### src/rtl/microwave_ctrl_param.sv
// Microwave controller: keypad time/power entry, BCD MM:SS countdown, door interlock,
// 10-step duty-cycled power and a completion beeper.
//
// Ports:
//   clk          system clock, rising edge
//   clearn       asynchronous active-low reset
//   keypad       one-hot digit keys (bit k = digit k), level, active-high
//   startn       start button, level, active-low
//   stopn        stop/cancel button, level, active-low
//   powern       power-set button, level, active-low
//   door_closed  1 = door closed
//   time_bcd     BCD time: [3:0] sec ones, [7:4] sec tens, upper nibbles minutes (LS first)
//   power_level  current power 1..10
//   mag_on       magnetron enable (drops combinationally when the door opens)
//   beep         completion buzzer
//   state        0 IDLE, 1 ENTRY, 2 COOK, 3 PAUSED, 4 DONE
module microwave_ctrl_param #(
  parameter int unsigned CLK_DIV    = 50000000,
  parameter int unsigned MIN_DIGITS = 2,
  parameter int unsigned BEEP_SECS  = 3
) (
  input  logic                        clk,
  input  logic                        clearn,
  input  logic [9:0]                  keypad,
  input  logic                        startn,
  input  logic                        stopn,
  input  logic                        powern,
  input  logic                        door_closed,
  output logic [4*(MIN_DIGITS+2)-1:0] time_bcd,
  output logic [3:0]                  power_level,
  output logic                        mag_on,
  output logic                        beep,
  output logic [2:0]                  state
);

  localparam int unsigned NumDigits = MIN_DIGITS + 2;
  localparam int unsigned TimeW     = 4 * NumDigits;
  localparam int unsigned TickW     = $clog2(CLK_DIV);
  localparam int unsigned BeepW     = $clog2(BEEP_SECS + 1);
  localparam logic [TickW-1:0] TickLast = TickW'(CLK_DIV - 1);
  localparam logic [BeepW-1:0] BeepLast = BeepW'(BEEP_SECS - 1);

  typedef enum logic [2:0] {
    StIdle   = 3'd0,
    StEntry  = 3'd1,
    StCook   = 3'd2,
    StPaused = 3'd3,
    StDone   = 3'd4
  } state_e;

  state_e            state_q, state_d;
  logic [TimeW-1:0]  time_q, time_d;
  logic [3:0]        power_q, power_d;
  logic              pending_q, pending_d;
  logic [TickW-1:0]  tick_q, tick_d;
  logic [3:0]        duty_q, duty_d;
  logic [BeepW-1:0]  beep_cnt_q, beep_cnt_d;
  logic              beep_q, beep_d;

  // Previous input levels for press-edge detection; reset to the released value.
  logic [9:0]        key_prev_q;
  logic              start_prev_q, stop_prev_q, power_prev_q;

  logic [9:0]        key_edge;
  logic              key_valid;
  logic [3:0]        digit;
  logic              start_press, stop_press, power_press, any_press;
  logic              tick;
  logic [TimeW-1:0]  time_dec;

  assign key_edge    = keypad & ~key_prev_q;
  assign key_valid   = $onehot(key_edge);
  assign start_press = start_prev_q & ~startn;
  assign stop_press  = stop_prev_q & ~stopn;
  assign power_press = power_prev_q & ~powern;
  assign any_press   = (|key_edge) | start_press | stop_press | power_press;
  assign tick        = (tick_q == TickLast);

  always_comb begin
    digit = 4'd0;
    for (int k = 0; k < 10; k++) begin
      if (key_edge[k]) digit = 4'(k);
    end
  end

  // One-second BCD decrement: seconds tens wraps 0->5, every other digit 0->9.
  always_comb begin : dec_blk
    logic       borrow;
    logic [3:0] nib;
    time_dec = time_q;
    borrow   = 1'b1;
    for (int i = 0; i < NumDigits; i++) begin
      nib = time_q[4*i +: 4];
      if (borrow) begin
        if (nib == 4'd0) begin
          nib = (i == 1) ? 4'd5 : 4'd9;
        end else begin
          nib    = nib - 4'd1;
          borrow = 1'b0;
        end
      end
      time_dec[4*i +: 4] = nib;
    end
  end

  // Next-state logic. Within one cycle: door-open > stop > start > power > digit.
  always_comb begin
    state_d    = state_q;
    time_d     = time_q;
    power_d    = power_q;
    pending_d  = pending_q;
    tick_d     = tick_q;
    duty_d     = duty_q;
    beep_cnt_d = beep_cnt_q;

    unique case (state_q)
      StIdle, StEntry: begin
        if (stop_press) begin
          state_d   = StIdle;
          time_d    = '0;
          pending_d = 1'b0;
        end else if (start_press) begin
          if (door_closed && (time_q != '0)) begin
            state_d = StCook;
            tick_d  = '0;
            duty_d  = 4'd0;
          end
        end else if (power_press) begin
          pending_d = 1'b1;
        end else if (key_valid) begin
          if (pending_q) begin
            power_d   = (digit == 4'd0) ? 4'd10 : digit;
            pending_d = 1'b0;
          end else begin
            time_d  = {time_q[TimeW-5:0], digit};
            state_d = StEntry;
          end
        end
      end

      StCook: begin
        if (!door_closed || stop_press) begin
          state_d = StPaused;
        end else begin
          tick_d = tick ? '0 : tick_q + 1'b1;
          if (tick) begin
            duty_d = (duty_q == 4'd9) ? 4'd0 : duty_q + 4'd1;
            time_d = time_dec;
            if (time_dec == '0) begin
              state_d    = StDone;
              beep_cnt_d = '0;
            end
          end
        end
      end

      StPaused: begin
        if (stop_press) begin
          state_d   = StIdle;
          time_d    = '0;
          pending_d = 1'b0;
        end else if (start_press && door_closed) begin
          state_d = StCook;
        end
      end

      StDone: begin
        if (any_press) begin
          state_d = StIdle;
        end else begin
          tick_d = tick ? '0 : tick_q + 1'b1;
          if (tick) begin
            if (beep_cnt_q == BeepLast) state_d = StIdle;
            else                        beep_cnt_d = beep_cnt_q + 1'b1;
          end
        end
      end

      default: state_d = StIdle;
    endcase

    beep_d = (state_d == StDone);
  end

  always_ff @(posedge clk or negedge clearn) begin
    if (!clearn) begin
      state_q      <= StIdle;
      time_q       <= '0;
      power_q      <= 4'd10;
      pending_q    <= 1'b0;
      tick_q       <= '0;
      duty_q       <= 4'd0;
      beep_cnt_q   <= '0;
      beep_q       <= 1'b0;
      key_prev_q   <= '0;
      start_prev_q <= 1'b1;
      stop_prev_q  <= 1'b1;
      power_prev_q <= 1'b1;
    end else begin
      state_q      <= state_d;
      time_q       <= time_d;
      power_q      <= power_d;
      pending_q    <= pending_d;
      tick_q       <= tick_d;
      duty_q       <= duty_d;
      beep_cnt_q   <= beep_cnt_d;
      beep_q       <= beep_d;
      key_prev_q   <= keypad;
      start_prev_q <= startn;
      stop_prev_q  <= stopn;
      power_prev_q <= powern;
    end
  end

  assign time_bcd    = time_q;
  assign power_level = power_q;
  assign beep        = beep_q;
  assign state       = state_q;
  assign mag_on      = (state_q == StCook) & (duty_q < power_q) & door_closed;

endmodule

### config.mk
export PLATFORM = sky130hd
export DESIGN_NAME = microwave_ctrl_param
export DESIGN_NICKNAME = d
export VERILOG_FILES = /design/src/rtl/microwave_ctrl_param.sv
export SDC_FILE = /design/constraint.sdc
export NUM_CORES = 1
export LEC_CHECK = 0
export ABC_AREA = 1
export CORE_MARGIN = 4
export CORE_UTILIZATION = 30
export DETAILED_ROUTE_END_ITERATION = 16
export PLACE_DENSITY = 0.58
export SLEW_MARGIN = 20
export SYNTH_ARGS = -nofsm -noshare
export SYNTH_HDL_FRONTEND = slang
export SYNTH_SLANG_ARGS = --single-unit
### constraint.sdc
create_clock -name clk -period 6.1 [get_ports clk]
set_input_delay 1.22 -clock clk [delete_from_list [all_inputs] [get_ports clk]]
set_output_delay 1.22 -clock clk [all_outputs]
set_load 0.01 [all_outputs]
---- Yosys cells after proc, flatten, opt, wreduce, memory -nomap -nowiden ----
Cells that the tools add are included.
storage, ports and cells
  register bits after elaboration ......... 70
  input bits .............................. 16
  output and inout port bits .............. 25
  word-level logic and storage cells ...... 167
operators by class
  $add $sub $neg .......................... 16
  order comparisons ....................... 1
  eq/ne operators ......................... 24
  mux-type cells .......................... 73
  bitwise logic cells ..................... 16
  reduce and logical (&&, ||, !) cells .... 25
operators by type and width
  kind                   count
  $mux 26                6
  $mux 16                8
  $mux 4                 21
  $pmux 26 s3            1
  $pmux 16 s3            1
  $mux 3                 14
  $add 26x1->26 const B  1
  $eq 26x26->1 const B   1
  $logic_not 4->1        5
  $ne 2x2->1 const B     10
  $reduce_and 6->1       3
  $logic_not 16->1       1
  $reduce_bool 16->1     1
  $sub 4x1->4 const B    4
  $mux 2                 7
  $ne 3x3->1 const B     4
  $pmux 3 s4             1
  $mux 1                 11
  $add 1x1->2            5
  $and 10x10->10         1
  $not 10->10            1
  $reduce_or 10->1       1
  $pmux 4 s2             1
  $reduce_and 8->1       1
  other kinds (27)       45

---- Depth between registers and ports, before layout ----
  word-level depth ........................ 17
  gate-level depth with buffers ........... 21
  gate-level depth less buffers ........... 20

---- Worst setup path before layout ----
Ideal clock, no wire load.
  path kind ............................... in2reg
  start point ............................. input port keypad[3]
  end point ............................... register time_q[0] (netlist: time_bcd[0])
  library setup time ...................... 125 ps
  data arrival time ....................... 4,475 ps
  data required time ...................... 5,975 ps
  slack ................................... 1,500 ps
  cell stages on the path ................. 18
  path buffers ............................ 1
  cell sequence ........................... nand2_1 > fa_1 > fa_1 > fa_1 > inv_1 > ha_1 > inv_1 > fa_1 > nand2_1 > nor2_1 > nand2_1 > nor3_1 > nor2_1 > nor2_1 > nand2_4 > inv_4 > buf_6 > o21ai_1
between the ends
  longest elaborated chain between the ends .. 14
  elaborated cells on any way between the ends .. 21
  those cells by class .................... 4 x add/sub; 2 x eq/ne; 13 x mux; 1 x bitwise; 1 x reduce/logical
RTL lines
  item                                                  RTL line  RTL
  start, declared                                       24        input logic [9:0] keypad,
  $and 10x10->10 (*)                                    71        assign key_edge = keypad & ~key_prev_q;
  branches (longest 13 deep; another with $add 3x3->4)  -
  end signal, assigned                                  201       time_q <= time_d;
  end, declared                                         52        logic [TimeW-1:0] time_q, time_d;
Mark *: on every way between the ends. The select of a mux whose other input is x is not followed.
A chain may end at the register's enable or synchronous reset.

---- Worst setup path in the final report ----
  start point ............................. input port keypad[3]
  end point ............................... register time_q[1] (netlist: time_bcd[1])
The elaborated chain is that of the path after synthesis.

==> impl_metrics.tcl <==
set metrics [dict create \
    port_buffers 40 \
    die_y_um 136 \
    grt_pass1_vias 4310 \
    cts.root.buffer_cell "clkbuf_16" \
    final_nets 741 \
    p_switching_mw 1.04 \
    crit_path_start_kind "input pin" \
    syn2layout_area_growth_pct 17.3 \
    numCtsBuffers 9 \
    initial_core_util_pct 30.6 \
    io_pins 41 \
    grt_max_degree 71 \
    wl_per_cell_um 13.1 \
    tightestPinTransition_ns 0.905 \
    power_frac_seq_pct 28.8 \
    diodes 0 \
    vias 4294 \
    worstHoldPathType "flop to flop" \
    clkSinkCount 70 \
    combPwrFrac_pct 49.5 \
    fin_skew_ns 0.00993 \
    antenna_found_initial 0 \
    dieArea_sq_um 18400 \
    syn_area_sq_um 4880 \
    synth-xor-area-share_pct 2.51 \
    grt-ovfl-total 0 \
    critPathCaptureType "flop" \
    place_ws_ns 0.703 \
    cts_setup_buffers 0 \
    ant_nets 0 \
    vias_per_cell 4.64 \
    routed_wl_um 12200 \
    htreeDepth 3 \
    synth_top_family_by_area "simple AND/OR/NAND/NOR gates" \
    vdd_drop_max_mv 0.260 \
    fin_crit_sh_pct 82.3 \
    max_freq_ghz 0.199 \
    maxSlewHeadroom_pct 39.7 \
    maxCapViolCount 0 \
    layout_commonest_cell "nand2_1" \
    power_density_nw_per_um2 399 \
    ys_seq_elements 70 \
    p_sw_share_pct 45.4 \
    fp-row-count 46 \
    grt.total_usage_pct 14.4 \
    period_needed_ns 5.02 \
    drv_slew 0 \
    ctsResizeCount 0 \
    setup_slack_ns 1.08 \
    arrival_ns 5.29 \
    cts_tree "yes" \
    rsz0062_at_grt "no" \
    power_leakage_nw 2.49 \
    worstSkewPairLatency_ns 0.34 \
    routabilityCongestion 0.886 \
    hold_violations 0 \
    synth.distinct_cells 50 \
    clk_pin_slew_ns 0.06 \
    synth_compound_area_share_pct 12.8 \
    synth_area_per_cell_sq_um 7.31 \
    status "finished clean" \
    critical-path-max-stage-delay_ns 0.54 \
    yosysSeqAreaShare_pct 36.0 \
    holdBufCountCts 0 \
    yosys_warnings 0 \
    synth_fp_nets 703 \
    setup_viol 0 \
    hpwl_um 9020 \
    muxShareOfSynthArea_pct 0 \
    clock_path_buffers 2 \
    initialDrtViolationCount 309 \
    grt_pass1_wl_um 21200 \
    fill_cells 1746 \
    core_area_sq_um 15900 \
    cpMaxStageDelayCell "fa_1" \
    die_w_um 136 \
    drc_errors 0 \
    first_pass_iters 4 \
    synth_fa_ha_area_share_pct 5.79 \
    crit_chain "clkdlybuf4s50_1 > nand2_1 > fa_1 > fa_1 > fa_1 > inv_1 > ha_1 > inv_1 > fa_1 > nand2_1 > nor2_1 > nand2_1 > nor3_1 > nor2_1 > nor2_1 > nand2_4 > inv_4 > nand2_1 > o21ai_1" \
    crit_type "input pin to flop" \
    intPower_mw 1.25 \
    clkPwrFrac_pct 21.7 \
    final_cell_mix "179 x nand2_1, 85 x inv_1, 75 x nor2_1" \
    synth-simple-area-share_pct 33.7 \
    cp.required_ns 6.37 \
    drive_gt1_share_pct 11.7 \
    setup-tns-final_ns 0 \
    critPathMaxFanout 25 \
    synthCells 668 \
]
## cell families after synthesis
logic type / count (synthesis)
simple gates: 363
fa+ha+maj: 19
buf+inv: 104
xor+xnor: 14
flops: 70
compound gates: 98
## worst max-delay path: cells and delay by family
family | cells | cell delay [ns]
AO/OA/AOI/OAI | 1 | 0.08
adder cells (fa/ha/maj) | 5 | 2.10
buffers and inverters | 4 | 0.86
AND/OR/NAND/NOR | 9 | 1.01
## power groups by stage
stage | logic [mW] | registers, mW | clock network, mW
2_1_floorplan | 0.847 | 0.667 | 0
3_3_place_gp | 1.14 | 0.667 | 0
3_5_place_dp | 1.14 | 0.667 | 0
4_1_cts | 1.15 | 0.661 | 0.511
5_1_grt | 1.30 | 0.677 | 0.535
6_report | 1.13 | 0.659 | 0.496
## synthesized netlist by cell type, drive strengths merged
cell type	instances	area share, %
nand2	195	16
dfrtp	65	33
nor2	87	7.8
o32ai	1	0.18
fa	6	2.5
xnor2	4	0.72
o2111ai	1	0.18
and3	1	0.13
inv	91	7.1
nand3b	1	0.15
nand4	15	1.9
a22oi	3	0.46
nor3	19	2.3
clkbuf	3	0.23
a211o	1	0.18
a31oi	1	0.13
xor2	10	1.8
nor3b	3	0.46
nand3	38	4.4
buf	10	1.8
o21bai	2	0.31
o211ai	5	0.77
o22ai	8	1.0
ha	13	3.3
o21ai	61	7.6
a21o	1	0.15
o21a	1	0.15
nor4	2	0.38
a21oi	10	1.3
a31o	1	0.18
dfstp	5	2.7
or2	2	0.26
a21boi	2	0.31
## per-stage QoR
| step | hold WS, ns | cells | power (mW) | utilization (%) | cell area [sq um] |
|---|---|---|---|---|---|
| CTS | 0.483 | 926 | 2.32 | 35.9 | 5730 |
| detailed placement | 0.468 | 911 | 1.81 | 34.2 | 5450 |
| global route | 0.512 | 926 | 2.51 | 35.9 | 5730 |
| global placement | 0.469 | 911 | 1.81 | 34.2 | 5450 |
| floorplan | 0.446 | 668 | 1.51 | - | 4880 |
| finish | 0.481 | 926 | 2.29 | 35.9 | 5730 |
## flip-flops by register name, indices dropped and copies added, names as in the netlist
register and count:
beep 1, power_level 4, tick_q 26, power_prev_q 1, start_prev_q 1, pending_q 1
key_prev_q 10, stop_prev_q 1, state 3, duty_q 4, time_bcd 16, beep_cnt_q 2
## final cells by class
class	instances	area, sq um	share of cell area (%)
tap	216	270	4.72
timing repair buffer	40	398	6.95
inverter	91	347	6.05
clock buffer	11	253	4.41
clock inverter	4	22.5	0.393
sequential	70	1760	30.7
multi-input combinational	494	2680	46.8
## path summary, 6_finish.rpt
path	end	slack [ns]	cells after the start	start
max reg2reg	time_bcd[1]$_DFFE_PN0P_	2.04	19	key_prev_q[3]$_DFF_PN0_
min in group asynchronous	tick_q[5]$_DFFE_PN0P_	1.01	1	clearn
max in group asynchronous	key_prev_q[6]$_DFF_PN0_	4.50	1	clearn
max	time_bcd[1]$_DFFE_PN0P_	1.08	19	keypad[3]
min	beep_cnt_q[1]$_DFFE_PN0P_	0.48	2	beep_cnt_q[1]$_DFFE_PN0P_
min reg2reg	beep_cnt_q[1]$_DFFE_PN0P_	0.48	2	beep_cnt_q[1]$_DFFE_PN0P_
## metal layers
metal | up-vias | wire [um] | share of wire [%] | track usage, %
met5 | - | 0 | 0 | 0
met4 | 0 | 167 | 1.4 | 3.75
met3 | 14 | 519 | 4.3 | 4.01
met2 | 73 | 5870 | 48 | 23.6
met1 | 1975 | 5600 | 46 | 18.7
li1 | 2232 | - | - | -
Power figures use the tool's default switching activity.
